File: src/rtl/conv_seq_pkg.sv
// Shared definitions for the convolution index sequencer: default index width
// and the sequencer state encoding.
package conv_seq_pkg;

  localparam int IDX_W_DEFAULT = 5;

  typedef enum logic [2:0] {
    IDLE,
    LOAD,
    MAC,
    WRITE,
    DONE
  } state_e;

endpackage

File: src/rtl/conv_index_seq_idx_bound_calc.sv
// Combinational bounds of the operand index i for output index k:
// i runs from max(0, k-(size_y-1)) to min(k, size_x-1).
module idx_bound_calc
  import conv_seq_pkg::*;
#(
  parameter int IDX_W = IDX_W_DEFAULT
) (
  input  logic [IDX_W:0] k_i,
  input  logic [IDX_W:0] size_x_i,
  input  logic [IDX_W:0] size_y_i,
  output logic [IDX_W:0] i_start_o,
  output logic [IDX_W:0] i_end_o
);

  localparam logic [IDX_W:0] ONE = {{IDX_W{1'b0}}, 1'b1};

  logic [IDX_W:0] x_last;
  logic [IDX_W:0] y_last;

  always_comb begin
    x_last    = size_x_i - ONE;
    y_last    = size_y_i - ONE;
    i_start_o = (k_i > y_last) ? (k_i - y_last) : '0;
    i_end_o   = (k_i < x_last) ? k_i : x_last;
  end

endmodule

File: src/rtl/conv_index_seq.sv
// Convolution index sequencer: for each output k, issues the operand pairs (i, k-i)
// and a Z write. Optional zero-size rejection with err output: CONV_SEQ_SIZE_CHECK_EN.
module conv_index_seq
  import conv_seq_pkg::*;
#(
  parameter int IDX_W = IDX_W_DEFAULT
) (
  input  logic             clk,
  input  logic             rstn,
  input  logic             start,
  input  logic [IDX_W-1:0] size_x,
  input  logic [IDX_W-1:0] size_y,
  input  logic             ready,
  output logic             busy,
  output logic             done,
  output logic [IDX_W-1:0] x_addr,
  output logic [IDX_W-1:0] y_addr,
  output logic             mac_clr,
  output logic             mac_en,
  output logic             mac_last,
  output logic [IDX_W:0]   z_addr,
  output logic             z_wr
`ifdef CONV_SEQ_SIZE_CHECK_EN
  ,
  output logic             err
`endif
);

  localparam logic [IDX_W:0] ONE = {{IDX_W{1'b0}}, 1'b1};

  state_e         state_q;
  logic [IDX_W:0] sx_q;
  logic [IDX_W:0] sy_q;
  logic [IDX_W:0] k_q;
  logic [IDX_W:0] i_q;
  logic [IDX_W:0] j_q;
  logic [IDX_W:0] i_end_q;
  logic [IDX_W:0] z_addr_q;
  logic           busy_q;
  logic           done_q;
  logic           mac_clr_q;
  logic           z_wr_q;
`ifdef CONV_SEQ_SIZE_CHECK_EN
  logic           err_q;
`endif

  logic [IDX_W:0] i_start;
  logic [IDX_W:0] i_end;
  logic [IDX_W:0] k_last;
  logic           zero_size;
  logic           at_end;

  idx_bound_calc #(
    .IDX_W(IDX_W)
  ) u_bounds (
    .k_i      (k_q),
    .size_x_i (sx_q),
    .size_y_i (sy_q),
    .i_start_o(i_start),
    .i_end_o  (i_end)
  );

  assign k_last    = sx_q + sy_q - ONE - ONE;
  assign zero_size = (size_x == '0) || (size_y == '0);
  assign at_end    = (i_q == i_end_q);

  always_ff @(posedge clk or negedge rstn) begin
    if (!rstn) begin
      state_q   <= IDLE;
      sx_q      <= '0;
      sy_q      <= '0;
      k_q       <= '0;
      i_q       <= '0;
      j_q       <= '0;
      i_end_q   <= '0;
      z_addr_q  <= '0;
      busy_q    <= 1'b0;
      done_q    <= 1'b0;
      mac_clr_q <= 1'b0;
      z_wr_q    <= 1'b0;
`ifdef CONV_SEQ_SIZE_CHECK_EN
      err_q     <= 1'b0;
`endif
    end else begin
      done_q    <= 1'b0;
      mac_clr_q <= 1'b0;
      z_wr_q    <= 1'b0;
`ifdef CONV_SEQ_SIZE_CHECK_EN
      err_q     <= 1'b0;
`endif
      case (state_q)
        IDLE: begin
          if (start) begin
            if (zero_size) begin
`ifdef CONV_SEQ_SIZE_CHECK_EN
              err_q   <= 1'b1;
`else
              state_q <= DONE;
              busy_q  <= 1'b1;
              done_q  <= 1'b1;
`endif
            end else begin
              sx_q      <= {1'b0, size_x};
              sy_q      <= {1'b0, size_y};
              k_q       <= '0;
              state_q   <= LOAD;
              busy_q    <= 1'b1;
              mac_clr_q <= 1'b1;
            end
          end
        end
        LOAD: begin
          i_q     <= i_start;
          i_end_q <= i_end;
          j_q     <= k_q - i_start;
          state_q <= MAC;
        end
        MAC: begin
          // A stalled datapath (ready low) freezes the pair on the address bus.
          if (ready) begin
            if (at_end) begin
              state_q  <= WRITE;
              z_wr_q   <= 1'b1;
              z_addr_q <= k_q;
            end else begin
              i_q <= i_q + ONE;
              j_q <= j_q - ONE;
            end
          end
        end
        WRITE: begin
          if (k_q == k_last) begin
            state_q <= DONE;
            done_q  <= 1'b1;
          end else begin
            k_q       <= k_q + ONE;
            state_q   <= LOAD;
            mac_clr_q <= 1'b1;
          end
        end
        DONE: begin
          state_q <= IDLE;
          busy_q  <= 1'b0;
        end
        default: begin
          state_q <= IDLE;
          busy_q  <= 1'b0;
        end
      endcase
    end
  end

  assign busy     = busy_q;
  assign done     = done_q;
  assign mac_clr  = mac_clr_q;
  assign z_wr     = z_wr_q;
  assign z_addr   = z_addr_q;
  assign x_addr   = i_q[IDX_W-1:0];
  assign y_addr   = j_q[IDX_W-1:0];
  assign mac_en   = (state_q == MAC) && ready;
  assign mac_last = mac_en && at_end;
`ifdef CONV_SEQ_SIZE_CHECK_EN
  assign err      = err_q;
`endif

endmodule
File: config.mk
export PLATFORM = sky130hd
export DESIGN_NAME = conv_index_seq
export DESIGN_NICKNAME = d
export VERILOG_FILES = /design/src/rtl/conv_seq_pkg.sv /design/src/rtl/conv_index_seq_idx_bound_calc.sv /design/src/rtl/conv_index_seq.sv
export SDC_FILE = /design/constraint.sdc
export NUM_CORES = 1
export LEC_CHECK = 0
export CORE_MARGIN = 2
export CORE_UTILIZATION = 55
export DETAILED_ROUTE_END_ITERATION = 10
export PLACE_DENSITY = 0.9
export SETUP_SLACK_MARGIN = 0.15
export SLEW_MARGIN = 20
export SYNTH_ARGS = -nofsm -noshare
export SYNTH_HDL_FRONTEND = slang
export SYNTH_HIERARCHICAL = 1
export SYNTH_SLANG_ARGS = --single-unit
File: constraint.sdc
create_clock -name clk -period 4 [get_ports clk]
set_clock_uncertainty 0.2 [all_clocks]
set_input_delay 1 -clock clk [delete_from_list [all_inputs] [get_ports clk]]
set_output_delay 1 -clock clk [all_outputs]
set_load 0.05 [all_outputs]
# After elaboration in Yosys (flattened, before gate mapping)
# Index checks and enable logic that the tools add are counted.
# W data, S select, Z words.
[word_totals] word_cells=83 out_inout_bits=22 regBits=47 in_bits=14
[classes] bitwise=2 mux=31 n_addsub=10 n_lt_le_gt_ge=2 eq_ne=11 reduce_logical=15
[ops] cell="$mux W6" count=9
[ops] cell="$pmux W6 S2" count=3
[ops] cell="$sub A6 B1 Y6 const B" count=3
[ops] cell="$mux W3" count=5
[ops] cell="$add A6 B1 Y6 const B" count=2
[ops] cell="$eq A6 B6 Y1" count=2
[ops] cell="$ne A2 B2 Y1 const B" count=6
[ops] cell="$pmux W3 S4" count=1
[ops] cell="$reduce_and A3 Y1" count=4
[ops] cell="$sub A5 B1 Y6 const B" count=2
[ops] cell="$sub A6 B6 Y6" count=2
[ops] cell="$logic_not A5 Y1" count=2
[ops] cell="$mux W1" count=10
[ops] cell="$add A5 B5 Y6" count=1
[ops] cell="$eq A3 B2 Y1 const B" count=2
[ops] cell="$gt A6 B6 Y1" count=1
[ops] cell="$lt A6 B6 Y1" count=1
[ops] cell="$pmux W1 S2" count=3
[ops] cell="$reduce_and A4 Y1" count=1
[ops] cell="$reduce_bool A2 Y1" count=2
[ops] cell="$eq A3 B1 Y1 const B" count=1
[ops] cell="$logic_not A3 Y1" count=1
[ops] cell="$reduce_or A3 Y1" count=1
[ops] cell="$logic_and A1 B1 Y1" count=2
[ops] cell="other kinds (3)" count=4

# Logic depth before layout (Yosys ltp)
[depth] word_depth=6 depth_mapped=16

# Modules after synthesis
# Netlist, hierarchy kept.
[by_module_without_submodules] module="conv_index_seq" instances=1 area_each_um2=2755.1 cells_each=301
[by_module_without_submodules] module="idx_bound_calc" instances=1 area_each_um2=639.4 cells_each=81

# Worst setup path before layout
# Ideal clock, no wire load.
[synth_path] path_kind="flip-flop to flip-flop" start="register sy_q[0]" end="register j_q[4]" period_less_slack_ns=3.498 setup_ns=0.126 t_required_ns=3.674 arrival_time_ns=3.172 path_stages_with_launch=16 setup_slack_ns=0.502 cell_sequence="dfrtp_1 -> inv_1 -> ha_1 -> xnor2_1 -> ha_1 -> nor2b_1 -> o31a_1 -> o31ai_4 -> nor2_1 -> ha_1 -> fa_1 -> nor2b_1 -> o21a_1 -> o21ai_0 -> nor3b_1 -> o32a_1"
[synth_via] elab_chain_len=5
[synth_rtl] item="from (decl)" line="conv_index_seq.sv:33" text="logic [IDX_W:0] sy_q;"
[synth_rtl] item="from (signal assigned)" line="conv_index_seq.sv:104" text="sy_q <= {1'b0, size_y};"
[synth_rtl] item="$sub A5 B1 Y6 (*)" line="conv_index_seq_idx_bound_calc.sv:22" text="y_last = size_y_i - ONE;"
[synth_rtl] item="$sub A6 B6 Y6 / $gt A6 B6 Y1 (equally long branches)" line="conv_index_seq_idx_bound_calc.sv:23" text="i_start_o = (k_i > y_last) ? (k_i - y_last) : '0;"
[synth_rtl] item="$mux W6 (*)" line="conv_index_seq_idx_bound_calc.sv:23"
[synth_rtl] item="via i_start[0]" line="conv_index_seq.sv:47" text="logic [IDX_W:0] i_start;"
[synth_rtl] item="$sub A6 B6 Y6 (*)" line="conv_index_seq.sv:115" text="j_q <= k_q - i_start;"
[synth_rtl] item="$pmux W6 S2 (*)" line="conv_index_seq.sv:91" text="case (state_q)"
[synth_rtl] item="to (signal assigned)" line="conv_index_seq.sv:115"
[synth_rtl] item="to (signal assigned)" line="conv_index_seq.sv:127" text="j_q <= j_q - ONE;"
[synth_rtl] item="to (decl)" line="conv_index_seq.sv:36" text="logic [IDX_W:0] j_q;"
# The timed path passes the listed nets; every way through them passes the cells marked *.
# A chain may end at the register's enable or synchronous reset.

# Final worst setup path
# Ends and elaborated chain as after synthesis.

==> run metrics <==
status=finished clean; initial antenna violation count=0; VDD IR max=approximately 760 uV; die area=approximately 6800 um2; async set or reset register ratio after synthesis=100%; WHS=~300 ps; Max stage delay on crit path=between 400 and 500 ps; largest cells by area after synthesis=dfrtp_1 (34%), ha_1 (11%), nand2_1 (5.1%); area leader, netlist=dfrtp_1; Final Hold Fails=0; die width=a little over 80 um; worst reg-to-reg path cell count=15; clock slew at reported path FFs=around 90 ps; Setup TNS Final=0 ps; Max Clk Rate=between 200 and 300 MHz; share of layout cells above drive strength 1=between 10% and 20%; largest net degree at the start of global routing=47; fin crit share=~94%; # setup viols final=0; Hold/Removal Path Class=reg -> reg; Max Cap Viol=0; vias in the first global route=~2700; Top delay family on crit path=compound AO/OA/AOI/OAI gates; Clock Tree Root=clkbuf_8; # nets final=465; # IOs=36; Primary FF master, synth=dfrtp_1; register area share after synthesis=33.9%; Port-buffer cells=35; YS warnings=6; placed cells=slightly below 500; CTS Sinks=46; Worst R2R End=j_q[4]; remaining global-route overflow=0; Worst Setup EP=j_q[4]; wire per inst=16.1 um; Area Overhead vs Synth=17.4%; Post-synth EDFFs=0; power consumption=roughly 3.9 mW; Setup CP Type=reg -> reg; diode count=0; Cell Chain, Critical Path=inv_1 > ha_2 > xnor2_2 > ha_4 > nor2b_4 > o31a_1 > o31ai_4 > nor2_1 > ha_1 > fa_2 > nor2b_2 > o21a_1 > o21ai_0 > nor3b_1 > o32a_1; Placeable Area=between 5000 and 6000 um2; worst endpoint required time=4000 ps; flop2flop setup slack=approximately 250 ps; power per cell area=just under 1000 nW/um2; Slew @ Worst Pin=~900 ps; CP bufs+invs=1; Worst setup EP type=flip-flop; Syn Std Cell Area=~3400 um2; htree depth=2; Static Leak=around 1.9 nW; syn avg cell area=about 9 um2; GP Congestion=0.899; DR DRC count=0; Yosys reg bits=46; Final Slew Violations=0; Filler Cells Inserted=roughly 500; first-pass GRT wire length=roughly 13000 um; antenna viol nets, final=0; Rel. slew slack=39.4%; Worst EP arrival=3760 ps; Die Y=about 83 um; total track usage=between 20% and 30%; setup ws final=246 ps; CTS Buf Count=5; drt total wl=7970 um; CP max stage cell=dfrtp_1; maximum buffer depth of the clock tree=2; RSZ-0062 raised after global routing=false; post-synthesis cell count=382; crit-path max FO=5; initial core utilization=a little under three fifths; via count=about 2900; reg2reg start=sy_q[0]; Final Non-Filler Cells=roughly 500; row count=28; Setup WS pre-CTS=approximately 220 ps; HPWL after detailed placement=slightly below 6000 um; Detailed Routing Iterations Pass 1=4; min cycle time layout=about 3800 ps; DRT iter0 DRCs=~160; crit start category=flip-flop; Vias per Instance=slightly below 6; worst skew pair latency=310 ps; Synth cell types=56; share of Yosys cell area claimed by the top area cell type=33.9%; CP startpoint=sy_q[0]; WP depth=15; CTS tree=done
-- sequential cells by signal, indices dropped and copies added, names as in the netlist --
name,count
busy,1
done,1
i_end_q,6
i_q,6
j_q,5
k_q,6
mac_clr,1
state_q,3
sx_q,5
sy_q,5
z_addr,6
z_wr,1
-- cell families (layout without fill, tap and decap cells) --
kind of cell	count (synthesis)	count (layout)	share of synthesized area [%]
adder cells (fa/ha/maj)	32	32	12.5
AO/OA/AOI/OAI	74	74	15.3
multiplexers	19	19	5.86
buffers and inverters	58	95	7.45
AND/OR/NAND/NOR	128	128	18.7
flip-flops	46	46	33.9
other	1	2	0.110
XOR/XNOR	24	24	6.19
-- report_power, final --
part	total (mW)	internal, mW	switching [mW]	leakage (nW)
Combinational	2.68	1.15	1.53	1.23
Clock	0.304	0.140	0.164	0.0482
Sequential	0.867	0.644	0.223	0.589
-- tightest hold or removal path, cell delays in order (launching register included) --
cell	delay (ps)
dfrtp_1	370
nand2_1	50
nand2_1	50
-- layout by cell type (no fill, tap or decap), types with 2 or more instances in the layout --
cell | synthesis | final
a211oi_1 | 4 | 4
a21oi_1 | 21 | 21
a21oi_2 | 2 | 2
a31oi_1 | 4 | 4
and2_1 | 2 | 2
and3_1 | 4 | 4
buf_4 | 6 | 15
clkbuf_8 | 0 | 6
clkdlybuf4s50_1 | 0 | 32
conb_1 | 1 | 2
dfrtp_1 | 46 | 45
fa_2 | 0 | 2
ha_1 | 29 | 27
inv_1 | 39 | 39
mux2_2 | 7 | 7
mux2i_1 | 12 | 12
nand2_1 | 46 | 46
nand2b_1 | 2 | 2
nand3_1 | 10 | 10
nand3b_1 | 3 | 3
nand4_1 | 3 | 3
nor2_1 | 26 | 26
nor2b_1 | 7 | 5
nor3_1 | 11 | 10
nor3b_1 | 2 | 2
o21a_1 | 3 | 3
o21ai_0 | 17 | 17
o22a_1 | 6 | 6
o31a_1 | 3 | 3
o32a_1 | 2 | 2
or4_1 | 3 | 3
xnor2_1 | 14 | 13
xor2_1 | 10 | 10
-- Yosys cell counts, types with 2 or more instances --
master     n
nand3b_1   3
mux2i_1   12
and2_1     2
nor3b_1    2
o22a_1     6
ha_1      29
nand2b_1   2
a21oi_2    2
o32a_1     2
nor2b_1    7
o21a_1     3
a21oi_1   21
xnor2_1   14
a211oi_1   4
dfrtp_1   46
fa_1       3
o31a_1     3
or4_1      3
nor3_1    11
nand3_1   10
inv_1     39
nand4_1    3
and3_1     4
buf_2      3
nor2_1    26
clkbuf_1   8
buf_4      6
nand2_1   46
xor2_1    10
mux2_2     7
a31oi_1    4
o21ai_0   17
-- per-stage QoR --
stage          cell area, um2  util [%]
3_5_place_dp             3800      63.8
4_1_cts                  3890      65.3
6_report                 3990      66.9
2_1_floorplan            3400         -
5_1_grt                  3990      66.9
3_3_place_gp             3800      63.8
-- final cells by class --
cell class	instances	area, um2	share of cell area [%]
multi-input cells	279	2050	51.4
flip-flops and latches	46	1150	28.9
repair buffers	48	453	11.4
inverters	39	146	3.67
well taps	75	93.8	2.35
clock buffers	7	86.3	2.17
clock inverters	1	5.00	0.126
-- timing repair --
action / in CTS / in global routing
hold buffers: 0 / 0
setup buffers: 0 / 6
endpoints found under the setup margin: 0 / 1
gates resized for setup: 0 / 11
-- worst min path at each step --
stage,from,cells past startpoint,slack (ps),end
after floorplan,i_end_q[2],2,270,i_end_q[2]
after global placement,i_end_q[0],2,280,i_end_q[0]
after detailed placement,i_end_q[2],2,290,i_end_q[2]
after CTS,i_end_q[2],2,310,i_end_q[2]
after global routing,i_end_q[0],2,320,i_end_q[0]
final,i_end_q[0],2,300,i_end_q[0]
-- per-layer routing --
metal | global-route usage [%] | wire length [um] | vias to the layer above
li1 | - | - | 1380
met5 | 0 | 0 | -
met3 | 3.91 | 383 | 9
met2 | 43.1 | 4060 | 77
met4 | 8.20 | 105 | 0
met1 | 33.0 | 3410 | 1387
No activity file was read; power rests on OpenSTA's default activity.
